`src/rtl/noc_flit_pkg.sv`:
```
// Shared NoC flit definitions: default flit width, flit-type encodings and
// the position of the 2-bit type field at the top of every flit.
package noc_flit_pkg;

    // Default flit width; must match the input-buffer FIFO data width.
    localparam int FLIT_W_DEF = 40;

    // Width of the flit-type field.
    localparam int FT_W = 2;

    // Type field bit positions, expressed as distances below the flit width:
    // the field occupies flit[FLIT_W-FT_MSB_OFS : FLIT_W-FT_LSB_OFS].
    localparam int FT_MSB_OFS = 1;
    localparam int FT_LSB_OFS = 2;

    // Flit-type encodings.
    typedef enum logic [FT_W-1:0] {
        FT_BODY   = 2'b00,
        FT_HEAD   = 2'b01,
        FT_TAIL   = 2'b10,
        FT_SINGLE = 2'b11
    } flit_type_e;

endpackage

```
`src/rtl/flit_skid2.sv`:
```
// Two-entry in-order skid buffer. Absorbs the words already requested from
// the FIFO while downstream stalls. head always shows the oldest entry.
// A push and a pop in the same cycle leave the occupancy unchanged.
// The issuing side guarantees no push reaches a full buffer without a pop.
module flit_skid2 #(
    parameter int FLIT_W = 40
) (
    input  logic              clk,
    input  logic              rst,
    input  logic              push,
    input  logic [FLIT_W-1:0] push_data,
    input  logic              pop,
    output logic [1:0]        occ,
    output logic [FLIT_W-1:0] head
);

    logic [FLIT_W-1:0] entry0_reg;
    logic [FLIT_W-1:0] entry1_reg;
    logic [1:0]        occ_reg;
    logic              pop_eff;

    // A pop of an empty buffer is ignored.
    assign pop_eff = pop && (occ_reg != 2'd0);
    assign occ     = occ_reg;
    assign head    = entry0_reg;

    // Entry storage and occupancy; entry0 is always the oldest word.
    always_ff @(posedge clk) begin
        if (!rst) begin
            entry0_reg <= '0;
            entry1_reg <= '0;
            occ_reg    <= 2'd0;
        end else begin
            case ({push, pop_eff})
                2'b10: begin
                    if (occ_reg == 2'd0) begin
                        entry0_reg <= push_data;
                    end else begin
                        entry1_reg <= push_data;
                    end
                    occ_reg <= occ_reg + 2'd1;
                end
                2'b01: begin
                    entry0_reg <= entry1_reg;
                    occ_reg    <= occ_reg - 2'd1;
                end
                2'b11: begin
                    if (occ_reg == 2'd2) begin
                        entry0_reg <= entry1_reg;
                        entry1_reg <= push_data;
                    end else begin
                        entry0_reg <= push_data;
                    end
                end
                default: begin
                end
            endcase
        end
    end

endmodule

```
`src/rtl/fifo_flit_reader.sv`:
```
// Drain side of a router input-buffer FIFO. Issues read strobes, captures
// the registered FIFO data one cycle later into a 2-entry skid buffer,
// presents flits downstream with valid/ready, tracks packet framing from
// the flit-type field and counts delivered packets.
// Optional build macro FIFO_FLIT_READER_CHECK_EN adds a sticky frame_err
// output and restart handling for head/single flits inside a packet.
module fifo_flit_reader
    import noc_flit_pkg::*;
#(
    parameter int FLIT_W = FLIT_W_DEF,
    parameter int CNT_W  = 16
) (
    input  logic              clk,
    input  logic              rst,
    input  logic              drain_en,
    input  logic              fifo_empty,
    input  logic              fifo_wr,
    input  logic [FLIT_W-1:0] fifo_data,
    output logic              fifo_rd,
    output logic [FLIT_W-1:0] out_flit,
    output logic              out_valid,
    input  logic              out_ready,
    output logic [CNT_W-1:0]  pkt_cnt,
`ifdef FIFO_FLIT_READER_CHECK_EN
    output logic              frame_err,
`endif
    output logic              busy
);

    localparam logic [0:0] ST_IDLE  = 1'b0;
    localparam logic [0:0] ST_INPKT = 1'b1;

    logic [1:0]       occ;
    logic             inflight_reg;
    logic [1:0]       fill;
    logic             pop;
    flit_type_e       ftype;
    logic [0:0]       state_reg;
    logic [0:0]       state_next;
    logic [CNT_W-1:0] cnt_reg;
    logic [CNT_W-1:0] cnt_next;
`ifdef FIFO_FLIT_READER_CHECK_EN
    logic             err_reg;
    logic             err_next;

    assign frame_err = err_reg;
`endif

    // Words already committed: those in the skid plus the one in flight.
    assign fill      = occ + {1'b0, inflight_reg};
    assign out_valid = (occ != 2'd0);
    assign pop       = out_valid && out_ready;
    assign busy      = (fill != 2'd0);
    assign pkt_cnt   = cnt_reg;
    assign ftype     = flit_type_e'(out_flit[FLIT_W-FT_MSB_OFS : FLIT_W-FT_LSB_OFS]);

    // Read issue: only when every committed word is guaranteed a skid slot.
    // The FIFO ignores reads during its own write cycles, so none is issued.
    always_comb begin
        fifo_rd = rst && drain_en && !fifo_empty && !fifo_wr &&
                  ((fill < 2'd2) || ((fill == 2'd2) && pop));
    end

    // In-flight flag: the FIFO data register holds our word next cycle.
    always_ff @(posedge clk) begin
        if (!rst) begin
            inflight_reg <= 1'b0;
        end else begin
            inflight_reg <= fifo_rd;
        end
    end

    flit_skid2 #(
        .FLIT_W (FLIT_W)
    ) u_skid (
        .clk       (clk),
        .rst       (rst),
        .push      (inflight_reg),
        .push_data (fifo_data),
        .pop       (pop),
        .occ       (occ),
        .head      (out_flit)
    );

    // Framing decode for the flit accepted downstream this cycle.
    always_comb begin
        state_next = state_reg;
        cnt_next   = cnt_reg;
`ifdef FIFO_FLIT_READER_CHECK_EN
        err_next   = err_reg;
`endif
        if (pop) begin
            case (ftype)
                FT_HEAD: begin
                    if (state_reg == ST_IDLE) begin
                        state_next = ST_INPKT;
                    end
`ifdef FIFO_FLIT_READER_CHECK_EN
                    else begin
                        // Head inside a packet restarts it; state stays INPKT.
                        err_next = 1'b1;
                    end
`endif
                end
                FT_SINGLE: begin
                    if (state_reg == ST_IDLE) begin
                        cnt_next = cnt_reg + CNT_W'(1);
                    end
`ifdef FIFO_FLIT_READER_CHECK_EN
                    else begin
                        // Single inside a packet abandons it and counts itself.
                        err_next   = 1'b1;
                        cnt_next   = cnt_reg + CNT_W'(1);
                        state_next = ST_IDLE;
                    end
`endif
                end
                FT_BODY: begin
`ifdef FIFO_FLIT_READER_CHECK_EN
                    if (state_reg == ST_IDLE) begin
                        err_next = 1'b1;
                    end
`endif
                end
                FT_TAIL: begin
                    if (state_reg == ST_INPKT) begin
                        state_next = ST_IDLE;
                        cnt_next   = cnt_reg + CNT_W'(1);
                    end
`ifdef FIFO_FLIT_READER_CHECK_EN
                    else begin
                        err_next = 1'b1;
                    end
`endif
                end
                default: begin
                end
            endcase
        end
    end

    // Framing state, packet counter and sticky error flag.
    always_ff @(posedge clk) begin
        if (!rst) begin
            state_reg <= ST_IDLE;
            cnt_reg   <= '0;
`ifdef FIFO_FLIT_READER_CHECK_EN
            err_reg   <= 1'b0;
`endif
        end else begin
            state_reg <= state_next;
            cnt_reg   <= cnt_next;
`ifdef FIFO_FLIT_READER_CHECK_EN
            err_reg   <= err_next;
`endif
        end
    end

endmodule

```
`config.mk`:
```
export PLATFORM = sky130hd
export DESIGN_NAME = fifo_flit_reader
export DESIGN_NICKNAME = d
export VERILOG_FILES = /design/src/rtl/noc_flit_pkg.sv /design/src/rtl/flit_skid2.sv /design/src/rtl/fifo_flit_reader.sv
export SDC_FILE = /design/constraint.sdc
export NUM_CORES = 1
export LEC_CHECK = 0
export CAP_MARGIN = 20
export CORE_MARGIN = 8
export CORE_UTILIZATION = 50
export CTS_CLUSTER_DIAMETER = 100
export CTS_CLUSTER_SIZE = 10
export DETAILED_ROUTE_END_ITERATION = 16
export DONT_BUFFER_PORTS = 1
export PLACE_DENSITY = 0.68
export SYNTH_ARGS = -nofsm -noshare
export SYNTH_HDL_FRONTEND = slang
export SYNTH_SLANG_ARGS = --single-unit
```
`constraint.sdc`:
```
create_clock -name clk -period 2.95 [get_ports clk]
set_input_delay 0.1475 -clock clk [delete_from_list [all_inputs] [get_ports clk]]
set_output_delay 0.1475 -clock clk [all_outputs]
set_load 0.05 [all_outputs]
```
# Word level (Yosys, flattened, before mapping)
# Cells that the tools add are included.
# classes
n_addsub	4
mul	0
div	0
n_lt_le_gt_ge	1
n_eq_ne	13
shift	0
muxes	11
bitwise_logic	0
n_reduce_logical	22
# op_table
cell	n
40-bit two-way mux	4
40-bit case mux with 3 select lines	1
40-bit case mux with 2 select lines	1
16-bit two-way mux	2
16-bit case mux with 2 select lines	1
16-bit by 1-bit adder with 16-bit output, second input constant	1
2-bit == test, second input constant	6
2-bit nonzero test	6
1-bit logical AND	7
2-bit inequality test, second input constant	3
2-bit by 1-bit == test with 1-bit output, second input constant	2
2-bit by 1-bit inequality test with 1-bit output, second input constant	2
2-bit case mux with 2 select lines	1
2-bit AND reduction	2
4-bit AND reduction	1
3-bit AND reduction	1
3-bit nonzero test	1
2-bit by 1-bit adder with 2-bit output	1
2-bit by 1-bit adder with 2-bit output, second input constant	1
1-bit logical NOT	2
2-bit logical NOT	1
2-bit < comparator, second input constant	1
1-bit case mux with 2 select lines	1
2-bit by 1-bit subtractor with 2-bit output, second input constant	1
1-bit logical OR	1
# word_totals
ff_bits	100
latch_bits	0
mem_bits_rw	0
mem_bits_ro	0
input_bits	46
out_inout_bits	59
elab_cells	57
mem_count	0

# Logic depth before layout (Yosys ltp)
# logic_depth
depth_word	6
ltp_mapped	8
depth_no_buf	7

# Modules after synthesis
# Synthesis repeated with hierarchy kept, for this count alone.
# hier_totals
cells_unflattened	560
area_unflattened_um2	4898.4
# by_module_without_submodules
module	n_inst	cells_per_inst	area_each_um2	seq_area_each_um2
flit_skid2	1	451	3932.5	1641.6
fifo_flit_reader	1	109	965.9	360.3

# Worst setup path after synthesis
# No wires, ideal clock.
# synth_timing
path_kind	reg2out
startpoint	reg inflight_reg
endpoint	out fifo_rd
arrival_ns	2.493
required_time_ns	2.803
slack_ns	0.310
path_stages_with_launch	6
path_buffers	0
cell_sequence	dfxtp_1 ha_1 nor2b_1 and2_1 o22ai_1 nor4_1
# synth_between
elab_chain_cells	5
word_cells_on_any_way	6
classes_between	add/sub (1); order compare (1); eq/ne (1); reduce/logical (3)
# synth_lines
element	line_no	text
start, declared	fifo_flit_reader.sv:34	logic inflight_reg;
start signal, assigned	fifo_flit_reader.sv:69	inflight_reg <= fifo_rd;
2-bit by 1-bit adder with 2-bit output (*)	fifo_flit_reader.sv:50	assign fill = occ + {1'b0, inflight_reg};
2-bit == test	fifo_flit_reader.sv:61	((fill < 2'd2) || ((fill == 2'd2) && pop));
1-bit logical AND	fifo_flit_reader.sv:61	
1-bit logical OR (*)	fifo_flit_reader.sv:61	
1-bit logical AND (*)	fifo_flit_reader.sv:60	fifo_rd = rst && drain_en && !fifo_empty && !fifo_wr &&
end, declared	fifo_flit_reader.sv:19	output logic fifo_rd,
# Every way passes the cells marked *; elsewhere a longest branch is shown, timed or not.

# Final worst setup path
# layout_timing
startpoint	reg u_skid.occ_reg[1] (netlist: u_skid.occ[1])
endpoint	reg u_skid.entry0_reg[2] (netlist: u_skid.head[2])
# layout_between
elab_chain_cells	6
word_cells_on_any_way	13
classes_between	eq/ne (5); mux (2); reduce/logical (6)
# layout_lines
element	line_no	text
start, declared	flit_skid2.sv:19	logic [1:0] occ_reg;
start signal, assigned	flit_skid2.sv:41	occ_reg <= occ_reg + 2'd1;
start signal, assigned	flit_skid2.sv:45	occ_reg <= occ_reg - 2'd1;
2-bit nonzero test	flit_skid2.sv:23, fifo_flit_reader.sv:51	
1-bit logical AND	fifo_flit_reader.sv:52	assign pop = out_valid && out_ready;
1-bit logical AND	flit_skid2.sv:23	assign pop_eff = pop && (occ_reg != 2'd0);
2-bit == test / 2-bit by 1-bit == test with 1-bit output (equally long branches)	flit_skid2.sv:34	case ({push, pop_eff})
2-bit by 1-bit inequality test with 1-bit output (no source line) / 3-bit nonzero test (equally long branches)	-	
2-bit AND reduction (no source line)	-	
end signal, assigned	flit_skid2.sv:37	entry0_reg <= push_data;
end signal, assigned	flit_skid2.sv:44	entry0_reg <= entry1_reg;
end signal, assigned	flit_skid2.sv:49	entry0_reg <= entry1_reg;
end, declared	flit_skid2.sv:17	logic [FLIT_W-1:0] entry0_reg;
# Parallel ways exist; a longest one is shown, timed or not.
# A chain may end at the register's enable or synchronous reset.

==> results.md <==
* Status: finished clean
* CP cell instances: o21a_1 -> ha_1 -> buf_4 -> o21ai_0 -> o21ai_2 -> a221oi_1 -> nor2_1
* # nets final at ~580
* Pwr per Cell Area at 602.8 nW/um^2
* Comb pwr share at between 10 and 15%
* TritonRoute pass-1 iters at 5
* Global-route wire length before repair at around 19,000 um
* Initial Util at between 50% and 60%
* Number of max-cap violations at 0
* Vias in the first global route at approximately 3,800
* I/O pins at 105
* Slowest cell delay on critical path at 0.50 ns
* P_leak at between 1.5 and 2 nW
* Starting DRC count in detailed routing at about 400
* Synth top area cells: dfxtp_1, o21ai_0, a221oi_1
* Synth Flop Type: dfxtp_1
* Worst Path Buf+Inv at 1
* Residual DRC count at 0
* Async S/R FF share, synth at 0%
* Startpoint types: flip-flop
* Die width at roughly 110 um
* Dpl hpwl at 7280 um
* Critical path class: flip-flop to flip-flop
* Final period util at 94.06%
* Max VDD drop at slightly below 0.4 mV
* Rows at 34
* Post-Route WL at about 12,000 um
* Mapped Cells at ~500
* Area leader, netlist: dfxtp_1
* CTS buffer count at 9
* Root Buffer: clkbuf_8
* Slew of the pin with the lowest slew margin at 1.081 ns
* Worst-path fanout max at 20
* Max Slew Vio Count at 0
* Cell-internal power at about 2.1 mW
* Final setup viols at 0
* YS warnings at 0
* Antenna viol nets, final at 0
* Die Area at between 10,000 and 15,000 um^2
* Post-synth top area share at 46.43%
* Minimum clock period at about 2.8 ns
* Peak Freq at between 0.3 and 0.4 GHz
* Kind of cell adding the most delay to the critical path: compound AO/OA/AOI/OAI gates
* Post-DR wirelength/cell at about 19 um
* Worst Hold Class: input pin to flip-flop
* Max Root-Sink Buffers at 2
* Sequential area share after synthesis at a little under half
* Gp weighted congestion at around 0.72
* Setup TNS at 0 ns
* Share of cells above drive strength 1 at 10.11%
* Clock network power share at approximately a third
* Flops & latches, synth at 100
* Synth Cell Area at ~4300 um^2
* Fin Clk Skew at about 0.012 ns
* Core area at 8551 um^2
* EDFF count, synth at 0
* H-tree lvl count at 3
* Setup Fix Bufs, Post-CTS at 0
* Initial antenna violation count at 0
* Sw frac at 32.93%
* Worst slew margin at between 20% and 30%
* GRT Total Usage at ~20%
* Worst Path Required at roughly 3.2 ns
* Clock net sink count at 100
* Via density at 6.283
* Setup crit end kind: flip-flop
* Crit path DAT at between 3 and 4 ns
* Post-synthesis cell type count at 45
* GRT overflow at 0
* CP max-delay cell: o21ai_0
* RSZ-0062 raised after global routing: false
* Placed cell areas at roughly 4400 um^2
* IO Port Bufs at 0
* Die height at approximately 110 um
* Hold Fails Final Rpt at 0
* Switching power at about 1.0 mW
* Mapped Nets at around 560
* Sequential share of power at a little under three fifths
* Vias at approximately 4,000
* Largest net degree at the start of global routing at 60
* Final instance area at 5147 um^2
* Worst-Skew Late Latency at about 0.37 ns
* Synth-to-Final Area Change at 19.38%
* Avg Synthesized Cell Area at between 8 and 9 um^2
* CTS tree: yes
* Worst-path clk slew at approximately 0.1 ns
==> cell type report <==
class / instances / area (um^2)
fillers: 749 / 3403
multi-input cells: 345 / 2135
flip-flops and latches: 100 / 2003
repair buffers: 63 / 610.6
clock buffers: 11 / 141.4
well taps: 108 / 135.1
clock inverters: 5 / 82.58
inverters: 10 / 37.54
diodes: 1 / 2.502
==> metal layers <==
metal / share of wire, % / up-vias / track usage (%)
li1: - / 1894 / -
met1: 40 / 1953 / 24.29
met2: 50 / 168 / 32.58
met3: 8.2 / 25 / 5.615
met4: 2.0 / 0 / 8.700
met5: 0 / - / 0
==> power groups by stage <==
| stage | Combinational [mW] | Clock [mW] | Sequential (mW) |
|---|---|---|---|
| after floorplan | 0.242 | 0 | 1.74 |
| after global placement | 0.313 | 0 | 1.75 |
| after detailed placement | 0.320 | 0 | 1.75 |
| after CTS | 0.387 | 1.00 | 1.72 |
| after global routing | 0.433 | 1.05 | 1.73 |
| final | 0.394 | 0.987 | 1.72 |
==> cell usage in the layout (no fill, tap or decap), types with 3 or more instances in the layout <==
| master | n |
|---|---|
| nand2b_1 | 3 |
| inv_1 | 9 |
| a21oi_1 | 50 |
| nand4_1 | 5 |
| a221oi_1 | 40 |
| or3_1 | 4 |
| ha_1 | 8 |
| nand3b_1 | 3 |
| nor2_1 | 51 |
| a211oi_1 | 4 |
| dfxtp_1 | 99 |
| and2_1 | 3 |
| o21ai_0 | 84 |
| nand3_1 | 42 |
| dlygate4sd3_1 | 42 |
| clkbuf_8 | 10 |
| xnor2_1 | 9 |
| buf_4 | 19 |
| nand2_1 | 7 |
==> what timing repair did <==
item | CTS | global route
gates resized for setup | 0 | 1
endpoints found under the hold margin | 81 | 0
hold buffers | 43 | 0
endpoints found under the setup margin | 0 | 2
==> stage by stage <==
| stage | utilization (%) | hold slack, ns | total power, mW | setup WS [ns] | cells |
|---|---|---|---|---|---|
| floorplan | - | 0.2245 | 1.985 | 0.3098 | 502 |
| finish | 60.20 | 0.02184 | 3.103 | 0.1754 | 643 |
| global placement | 51.96 | 0.2294 | 2.065 | 0.2742 | 581 |
| CTS | 59.73 | 0.009530 | 3.114 | 0.1258 | 640 |
| global route | 60.17 | 0.03909 | 3.216 | 0.07410 | 642 |
| detailed placement | 51.96 | 0.2283 | 2.074 | 0.2267 | 581 |
==> cell usage after synthesis (all sizes together), types with 2 or more instances <==
| library cell | n |
|---|---|
| dfxtp | 100 |
| o21ai | 85 |
| a21oi | 52 |
| nor2 | 51 |
| nand3 | 42 |
| clkbuf | 41 |
| a221oi | 40 |
| inv | 10 |
| xnor2 | 9 |
| ha | 8 |
| nand2 | 7 |
| buf | 6 |
| a211oi | 5 |
| nand4 | 5 |
| or3 | 4 |
| a2111oi | 3 |
| and2 | 3 |
| nand2b | 3 |
| nand3b | 3 |
| a21o | 2 |
| a31o | 2 |
| mux2i | 2 |
| nor2b | 2 |
| nor4 | 2 |
| or3b | 2 |
==> final timing paths <==
check / end / startpoint / slack [ns] / depth (start not counted)
max: u_skid.head[2] / u_skid.occ[1] / 0.18 / 7
min: u_skid.head[20] / fifo_data[20] / 0.02 / 2
min reg2reg: u_skid.entry1_reg[5] / u_skid.entry1_reg[5] / 0.48 / 2
max reg2reg: u_skid.head[2] / u_skid.occ[1] / 0.18 / 7
==> kinds of logic (layout without fill, tap and decap cells) <==
| group | count (synthesis) | in the layout | share of synthesized area, % |
|---|---|---|---|
| AOI/OAI and AO/OA | 199 | 200 | 29.02 |
| xor gates and xnor gates | 10 | 10 | 2.031 |
| adders and majority gates | 8 | 8 | 2.322 |
| buffers and inverters | 58 | 89 | 5.862 |
| DFF | 100 | 100 | 46.43 |
| muxes | 2 | 2 | 0.4643 |
| other | 0 | 1 | 0 |
| and+or+nand+nor | 125 | 125 | 13.87 |
Power figures use the tool's default switching activity.
